<file path="src/rtl/control_unit_pipe.sv">
// control_unit_pipe: ID-stage control decoder with a registered ID/EX control
// word (stall/flush aware) and a small FSM that holds the front end busy while
// a MULT/DIV occupies the execute unit.
//
// Build option: define CU_ILLEGAL_TRAP_EN to make an illegal encoding trap the
// block. When it is defined, illegal becomes sticky and busy stays high, and
// only bubbles are issued until reset. Without the macro, illegal pulses for
// one cycle and decoding carries on.
module control_unit_pipe #(
  parameter int OPCODE_W      = 6,
  parameter int FUNCT_W       = 6,
  parameter int ALU_OP_W      = 4,
  parameter int MULDIV_CYCLES = 4
) (
  input  logic                clk,
  input  logic                reset,
  input  logic                enable,
  input  logic                valid_in,
  input  logic [OPCODE_W-1:0] op_code,
  input  logic [FUNCT_W-1:0]  funct,
  input  logic                stall,
  input  logic                flush,
  output logic                valid_out,
  output logic                branch,
  output logic                is_beq,
  output logic                reg_dest,
  output logic                alu_src,
  output logic                mem_read,
  output logic                mem_write,
  output logic                mem_to_reg,
  output logic                reg_write,
  output logic                jump,
  output logic                jump_reg,
  output logic                muldiv,
  output logic [1:0]          mem_size,
  output logic                mem_unsigned,
  output logic [ALU_OP_W-1:0] alu_op,
  output logic                busy,
  output logic                illegal
);

  localparam int CNT_W = 8;

  // Opcodes
  localparam logic [OPCODE_W-1:0] OP_RTYPE = OPCODE_W'(6'b000000);
  localparam logic [OPCODE_W-1:0] OP_J     = OPCODE_W'(6'b000010);
  localparam logic [OPCODE_W-1:0] OP_JAL   = OPCODE_W'(6'b000011);
  localparam logic [OPCODE_W-1:0] OP_BEQ   = OPCODE_W'(6'b000100);
  localparam logic [OPCODE_W-1:0] OP_BNE   = OPCODE_W'(6'b000101);
  localparam logic [OPCODE_W-1:0] OP_ADDI  = OPCODE_W'(6'b001000);
  localparam logic [OPCODE_W-1:0] OP_ADDIU = OPCODE_W'(6'b001001);
  localparam logic [OPCODE_W-1:0] OP_SLTI  = OPCODE_W'(6'b001010);
  localparam logic [OPCODE_W-1:0] OP_SLTIU = OPCODE_W'(6'b001011);
  localparam logic [OPCODE_W-1:0] OP_ANDI  = OPCODE_W'(6'b001100);
  localparam logic [OPCODE_W-1:0] OP_ORI   = OPCODE_W'(6'b001101);
  localparam logic [OPCODE_W-1:0] OP_XORI  = OPCODE_W'(6'b001110);
  localparam logic [OPCODE_W-1:0] OP_LUI   = OPCODE_W'(6'b001111);
  localparam logic [OPCODE_W-1:0] OP_LB    = OPCODE_W'(6'b100000);
  localparam logic [OPCODE_W-1:0] OP_LH    = OPCODE_W'(6'b100001);
  localparam logic [OPCODE_W-1:0] OP_LW    = OPCODE_W'(6'b100011);
  localparam logic [OPCODE_W-1:0] OP_LBU   = OPCODE_W'(6'b100100);
  localparam logic [OPCODE_W-1:0] OP_LHU   = OPCODE_W'(6'b100101);
  localparam logic [OPCODE_W-1:0] OP_LWU   = OPCODE_W'(6'b100111);
  localparam logic [OPCODE_W-1:0] OP_SB    = OPCODE_W'(6'b101000);
  localparam logic [OPCODE_W-1:0] OP_SH    = OPCODE_W'(6'b101001);
  localparam logic [OPCODE_W-1:0] OP_SW    = OPCODE_W'(6'b101011);

  // R-type funct values
  localparam logic [FUNCT_W-1:0] FN_SLL   = FUNCT_W'(6'b000000);
  localparam logic [FUNCT_W-1:0] FN_SRL   = FUNCT_W'(6'b000010);
  localparam logic [FUNCT_W-1:0] FN_SRA   = FUNCT_W'(6'b000011);
  localparam logic [FUNCT_W-1:0] FN_SLLV  = FUNCT_W'(6'b000100);
  localparam logic [FUNCT_W-1:0] FN_SRLV  = FUNCT_W'(6'b000110);
  localparam logic [FUNCT_W-1:0] FN_SRAV  = FUNCT_W'(6'b000111);
  localparam logic [FUNCT_W-1:0] FN_JR    = FUNCT_W'(6'b001000);
  localparam logic [FUNCT_W-1:0] FN_JALR  = FUNCT_W'(6'b001001);
  localparam logic [FUNCT_W-1:0] FN_MFHI  = FUNCT_W'(6'b010000);
  localparam logic [FUNCT_W-1:0] FN_MFLO  = FUNCT_W'(6'b010010);
  localparam logic [FUNCT_W-1:0] FN_MULT  = FUNCT_W'(6'b011000);
  localparam logic [FUNCT_W-1:0] FN_MULTU = FUNCT_W'(6'b011001);
  localparam logic [FUNCT_W-1:0] FN_DIV   = FUNCT_W'(6'b011010);
  localparam logic [FUNCT_W-1:0] FN_DIVU  = FUNCT_W'(6'b011011);
  localparam logic [FUNCT_W-1:0] FN_ADD   = FUNCT_W'(6'b100000);
  localparam logic [FUNCT_W-1:0] FN_ADDU  = FUNCT_W'(6'b100001);
  localparam logic [FUNCT_W-1:0] FN_SUB   = FUNCT_W'(6'b100010);
  localparam logic [FUNCT_W-1:0] FN_SUBU  = FUNCT_W'(6'b100011);
  localparam logic [FUNCT_W-1:0] FN_AND   = FUNCT_W'(6'b100100);
  localparam logic [FUNCT_W-1:0] FN_OR    = FUNCT_W'(6'b100101);
  localparam logic [FUNCT_W-1:0] FN_XOR   = FUNCT_W'(6'b100110);
  localparam logic [FUNCT_W-1:0] FN_NOR   = FUNCT_W'(6'b100111);
  localparam logic [FUNCT_W-1:0] FN_SLT   = FUNCT_W'(6'b101010);
  localparam logic [FUNCT_W-1:0] FN_SLTU  = FUNCT_W'(6'b101011);

  typedef struct packed {
    logic                valid;
    logic                branch;
    logic                is_beq;
    logic                reg_dest;
    logic                alu_src;
    logic                mem_read;
    logic                mem_write;
    logic                mem_to_reg;
    logic                reg_write;
    logic                jump;
    logic                jump_reg;
    logic                muldiv;
    logic [1:0]          mem_size;
    logic                mem_unsigned;
    logic [ALU_OP_W-1:0] alu_op;
  } ctrl_t;

  typedef enum logic {IDLE, MULDIV} state_t;

  ctrl_t             dec_p0;
  logic              dec_legal_p0;
  logic [3:0]        dec_alu_p0;
  logic [1:0]        ls_size_p0;
  logic              accept_p0;
  logic              trap;
  ctrl_t             cw_p1;
  logic              illegal_p1;
  state_t            state;
  logic [CNT_W-1:0]  cnt;

  // Byte/half/word size straight from the low opcode bits (x11 means word).
  assign ls_size_p0 = (op_code[1:0] == 2'b11) ? 2'b10 : op_code[1:0];

  // Combinational decode of opcode/funct into a candidate control word.
  always_comb begin
    dec_p0       = '0;
    dec_legal_p0 = 1'b0;
    dec_alu_p0   = 4'b0000;
    case (op_code)
      OP_RTYPE: begin
        dec_p0.reg_dest  = 1'b1;
        dec_p0.reg_write = 1'b1;
        dec_alu_p0       = 4'b0000;
        case (funct)
          FN_JR: begin
            dec_legal_p0     = 1'b1;
            dec_p0.jump_reg  = 1'b1;
            dec_p0.reg_write = 1'b0;
          end
          FN_JALR: begin
            dec_legal_p0    = 1'b1;
            dec_p0.jump_reg = 1'b1;
          end
          FN_MULT, FN_MULTU, FN_DIV, FN_DIVU: begin
            dec_legal_p0     = 1'b1;
            dec_p0.muldiv    = 1'b1;
            dec_p0.reg_write = 1'b0;
          end
          FN_SLL, FN_SRL, FN_SRA, FN_SLLV, FN_SRLV, FN_SRAV,
          FN_MFHI, FN_MFLO,
          FN_ADD, FN_ADDU, FN_SUB, FN_SUBU,
          FN_AND, FN_OR, FN_XOR, FN_NOR, FN_SLT, FN_SLTU: begin
            dec_legal_p0 = 1'b1;
          end
          default: dec_legal_p0 = 1'b0;
        endcase
      end
      OP_BEQ: begin
        dec_legal_p0  = 1'b1;
        dec_p0.branch = 1'b1;
        dec_p0.is_beq = 1'b1;
        dec_alu_p0    = 4'b0001;
      end
      OP_BNE: begin
        dec_legal_p0  = 1'b1;
        dec_p0.branch = 1'b1;
        dec_alu_p0    = 4'b0011;
      end
      OP_J: begin
        dec_legal_p0 = 1'b1;
        dec_p0.jump  = 1'b1;
        dec_alu_p0   = 4'b0100;
      end
      OP_JAL: begin
        dec_legal_p0     = 1'b1;
        dec_p0.jump      = 1'b1;
        dec_p0.reg_write = 1'b1;
        dec_p0.reg_dest  = 1'b1;
        dec_alu_p0       = 4'b0101;
      end
      OP_LB, OP_LH, OP_LW, OP_LBU, OP_LHU, OP_LWU: begin
        dec_legal_p0        = 1'b1;
        dec_p0.alu_src      = 1'b1;
        dec_p0.mem_read     = 1'b1;
        dec_p0.mem_to_reg   = 1'b1;
        dec_p0.reg_write    = 1'b1;
        dec_p0.mem_size     = ls_size_p0;
        dec_p0.mem_unsigned = op_code[2];
        dec_alu_p0          = 4'b0110;
      end
      OP_SB, OP_SH, OP_SW: begin
        dec_legal_p0     = 1'b1;
        dec_p0.alu_src   = 1'b1;
        dec_p0.mem_write = 1'b1;
        dec_p0.mem_size  = ls_size_p0;
        dec_alu_p0       = 4'b0111;
      end
      OP_ADDI, OP_ADDIU, OP_SLTI, OP_SLTIU,
      OP_ANDI, OP_ORI, OP_XORI, OP_LUI: begin
        dec_legal_p0     = 1'b1;
        dec_p0.alu_src   = 1'b1;
        dec_p0.reg_write = 1'b1;
        case (op_code)
          OP_ADDI:  dec_alu_p0 = 4'b1000;
          OP_ADDIU: dec_alu_p0 = 4'b1001;
          OP_ANDI:  dec_alu_p0 = 4'b1010;
          OP_ORI:   dec_alu_p0 = 4'b1011;
          OP_XORI:  dec_alu_p0 = 4'b1100;
          OP_LUI:   dec_alu_p0 = 4'b1101;
          OP_SLTI:  dec_alu_p0 = 4'b1110;
          default:  dec_alu_p0 = 4'b1111;
        endcase
      end
      default: dec_legal_p0 = 1'b0;
    endcase
    dec_p0.valid  = dec_legal_p0;
    dec_p0.alu_op = ALU_OP_W'(dec_alu_p0);
  end

`ifdef CU_ILLEGAL_TRAP_EN
  // Once trapped, the sticky illegal flag blocks every further accept.
  assign trap = illegal_p1;
`else
  assign trap = 1'b0;
`endif

  // An instruction is taken only when the register is free to load and the
  // execute unit is not occupied by a MULT/DIV.
  assign accept_p0 = valid_in & enable & ~flush & ~stall & (state == IDLE) & ~trap;

  // ---- ID/EX boundary ----
  // ID/EX control register: flush beats stall beats load; illegal loads bubble.
  always_ff @(posedge clk or posedge reset) begin
    if (reset) begin
      cw_p1 <= '0;
    end else if (flush) begin
      cw_p1 <= '0;
    end else if (!stall) begin
      if (accept_p0 && dec_legal_p0) begin
        cw_p1 <= dec_p0;
      end else begin
        cw_p1 <= '0;
      end
    end
  end

  // Illegal-encoding flag: one-cycle pulse per illegal load, or sticky when trapping.
  always_ff @(posedge clk or posedge reset) begin
    if (reset) begin
      illegal_p1 <= 1'b0;
    end else begin
`ifdef CU_ILLEGAL_TRAP_EN
      if (accept_p0 && !dec_legal_p0) begin
        illegal_p1 <= 1'b1;
      end
`else
      illegal_p1 <= accept_p0 & ~dec_legal_p0;
`endif
    end
  end

  // MULT/DIV occupancy FSM. Leaving MULDIV happens at the edge where the
  // counter reaches zero, so busy drops in that same cycle; a counter already
  // at zero (single-cycle occupancy) still yields one busy cycle. Flush does
  // not cancel an issued MULT/DIV; stall freezes the count.
  always_ff @(posedge clk or posedge reset) begin
    if (reset) begin
      state <= IDLE;
      cnt   <= '0;
    end else begin
      case (state)
        IDLE: begin
          if (accept_p0 && dec_legal_p0 && dec_p0.muldiv) begin
            state <= MULDIV;
            cnt   <= CNT_W'(MULDIV_CYCLES - 1);
          end
        end
        default: begin
          if (!stall) begin
            if (cnt <= CNT_W'(1)) begin
              state <= IDLE;
              cnt   <= '0;
            end else begin
              cnt <= cnt - CNT_W'(1);
            end
          end
        end
      endcase
    end
  end

  assign busy         = (state == MULDIV) | trap;
  assign illegal      = illegal_p1;
  assign valid_out    = cw_p1.valid;
  assign branch       = cw_p1.branch;
  assign is_beq       = cw_p1.is_beq;
  assign reg_dest     = cw_p1.reg_dest;
  assign alu_src      = cw_p1.alu_src;
  assign mem_read     = cw_p1.mem_read;
  assign mem_write    = cw_p1.mem_write;
  assign mem_to_reg   = cw_p1.mem_to_reg;
  assign reg_write    = cw_p1.reg_write;
  assign jump         = cw_p1.jump;
  assign jump_reg     = cw_p1.jump_reg;
  assign muldiv       = cw_p1.muldiv;
  assign mem_size     = cw_p1.mem_size;
  assign mem_unsigned = cw_p1.mem_unsigned;
  assign alu_op       = cw_p1.alu_op;

endmodule

</file>
<file path="config.mk">
export PLATFORM = sky130hd
export DESIGN_NAME = control_unit_pipe
export DESIGN_NICKNAME = d
export VERILOG_FILES = /design/src/rtl/control_unit_pipe.sv
export SDC_FILE = /design/constraint.sdc
export NUM_CORES = 1
export LEC_CHECK = 0
export CAP_MARGIN = 20
export CELL_PAD_IN_SITES_DETAIL_PLACEMENT = 1
export CELL_PAD_IN_SITES_GLOBAL_PLACEMENT = 1
export CORE_ASPECT_RATIO = 0.8
export CORE_MARGIN = 2
export CORE_UTILIZATION = 34
export CTS_BUF_LIST = sky130_fd_sc_hd__clkbuf_4
export DETAILED_ROUTE_END_ITERATION = 16
export GPL_TIMING_DRIVEN = 0
export PLACE_DENSITY_LB_ADDON = 0.1
export SLEW_MARGIN = 5
export SYNTH_ARGS = -nofsm -noshare
export SYNTH_HDL_FRONTEND = slang
export SYNTH_SLANG_ARGS = --single-unit
</file>
<file path="constraint.sdc">
create_clock -name clk -period 1.7 [get_ports clk]
set_input_delay 0.34 -clock clk [delete_from_list [all_inputs] [get_ports clk]]
set_output_delay 0.34 -clock clk [all_outputs]
set_load 0.005 [all_outputs]
</file>
==> qor.yml <==
status: "finished clean"
maxSlewViolCount: 0
drive_above_1_share_pct: 20.8
yosysWarnings: 0
final.setup.tns_ps: 0
io_pins: 39
area_growth_pct: 42.6
avgSynthCellArea_um2: 9.36
skew_ps: 9.95
overflow: 0
grt_max_degree: 16
ir_worst_vdd_v: 0.000373
via_per_inst: 5.30
final_util_pct: 49.7
cp.required_ps: 1950
wire_per_inst_um: 16.0
clock_insertion_delay_worst_skew_ps: 340
fin_hold_ws_ps: 282
antenna_found_initial: 0
seq_power_share_pct: 56.6
yosysUniqueCellTypes: 38
totalPowerFinal_w: 0.00120
synth_edf_count: 0
setup_violations: 0
start_util_pct: 34.8
yosysMostFrequentCell: "dfrtp_1"
synth_area_um2: 1570
power_frac_comb_pct: 18.7
crit_type: "register to register"
netlist.area_leader.share_pct: 44.6
worst_slack_ps: 3.40
ys_seq_area_share_pct: 44.6
clockBufferDepth: 2
relSlewSlack_pct: 57.1
ys_top_cells_by_area: "dfrtp_1 45%, a32o_1 5.7%, o21ai_0 5.1%"
async_reset_ff_share_pct: 100
power.share.clock_pct: 24.6
tightest_slew_ps: 643
wirelength_um: 4510
htreeDepth: 1
port_buffers: 37
routabilityCongestion: 0.833
die_y_um: 64.8
ant_nets: 0
switchingPower_w: 0.000341
hp-class: "input pin to register"
ys_dominant_reg_cell: "dfrtp_1"
dieArea_um2: 5190
die_w_um: 80.0
post-route-period-util_pct: 99.8
core_area_um2: 4510
drc: 0
synthTopCellsByCount: "28 x dfrtp_1, 21 x nand2_1, 16 x o21ai_0"
synth_cells: 168
power_density_nw_per_um2: 534
p_leak_nw: 0.996
fin_nets: 242
rsz0062_at_grt: "true"
max_cap_viol_count: 0
clk_pin_slew_worst_paths_ps: 160
drt_iter0_drc: 72
fmax_ghz: 0.589
critPathCaptureType: "register"
fp-row-count: 22
grt_pass1_wl_um: 7820
firstDrtPassIters: 4
synth_top_area_cell: "dfrtp_1"
vias: 1489
dp_slack_ps: -810
largest_reg_flops: 8
cts_hold_buf: 0
critPathMaxFanout: 4
p_sw_share_pct: 28.4
syn-num-nets: 188
ys_ff_latch: 28
regMostFlops: "cnt"
internal_power_w: 0.000858
cts_tree: "done"
antenna_cells: 0
startpoint_type: "register"
grtUsageTotal_pct: 19.2
cts.sinks: 28
finalHoldViolations: 0
cts_buffers: 3
crit_arrival_ps: 1950
grt_pass1_vias: 1587
dpl.hpwl_um: 3280
cts_root_buffer: "clkbuf_4"
finalCriticalPeriod_ps: 1700
==> cells by family after synthesis <==
group                      after synthesis  share of synthesized area [%]
and+or+nand+nor                         64                           23.8
AOI/OAI and AO/OA                       55                           23.7
DFF                                     28                           44.6
buffers and inverters                   17                           4.77
muxes                                    2                           1.59
adders and majority gates                2                           1.59
==> timing repair <==
| item | in CTS | in global routing |
|---|---|---|
| gates resized for setup | 22 | 19 |
| setup endpoints to repair | 27 | 21 |
| setup buffers | 8 | 3 |
| pin swaps | 7 | 8 |
| endpoints found under the hold margin | 0 | 0 |
==> per-stage QoR <==
step / cell area, um^2 / instances
2_1_floorplan: 1580 / 168
3_3_place_gp: 2020 / 265
3_5_place_dp: 2050 / 266
4_1_cts: 2190 / 278
5_1_grt: 2240 / 281
6_report: 2240 / 281
==> per-layer routing <==
layer	track usage, %	up-vias	part of all wire, %
met4	2.97	0	0.36
met1	27.8	734	50
met2	30.2	31	46
met5	0	-	0
met3	3.76	2	3.2
li1	-	722	-
==> power by group through the flow <==
stage / Sequential, W / Clock (W) / Combinational [W]
floorplan: 0.000690 / 0 / 0.000103
global placement: 0.000691 / 0 / 0.000190
detailed placement: 0.000692 / 0 / 0.000203
CTS: 0.000679 / 0.000309 / 0.000217
global route: 0.000681 / 0.000330 / 0.000249
finish: 0.000679 / 0.000295 / 0.000225
==> final cells by class <==
type / instances / area (um^2)
buffer: 8 / 53.8
tap: 60 / 75.1
clock buffer: 3 / 22.5
multi-input combinational: 123 / 875
inverter: 9 / 33.8
timing repair buffer: 49 / 479
fill: 534 / 2270
sequential: 28 / 701
clock inverter: 1 / 3.75
==> worst max-delay path, cell delays in order (launching register included) <==
cell and delay, ps:
dfrtp_1 440, or3_4 410, nor4b_4 340, buf_4 190, nor2_1 50, a32o_1 200
==> layout by cell type, fill, tap and decap left out, types with 3 or more instances in the layout <==
cell             netlist  final
a21oi_1               10     10
a31oi_1                5      5
a32o_1                 9      9
buf_4                  1     12
clkbuf_2               0      6
clkbuf_4               0      3
clkdlybuf4s50_1        0     30
dfrtp_1               28     28
dlymetal6s2s_1         0      3
inv_1                  9      9
nand2_1               21     20
nand2b_1               3      3
nor2_1                15     13
nor2b_1                4      4
nor3_1                 3      3
o21ai_0               16     11
o21ai_1                0      4
o31ai_1                7      7
==> worst paths after layout <==
check	from	endpoint	slack (ps)	cells past startpoint
worst min register to register	alu_op[0]	alu_op[0]	500	2
min in group asynchronous	reset	alu_op[2]	370	2
worst max-delay path	cnt[5]	cnt[3]	3	5
max in group asynchronous	reset	cnt[7]	830	3
worst min-delay path	op_code[3]	alu_op[3]	280	2
worst max register to register	cnt[5]	cnt[3]	3	5
Power figures use the tool's default switching activity.
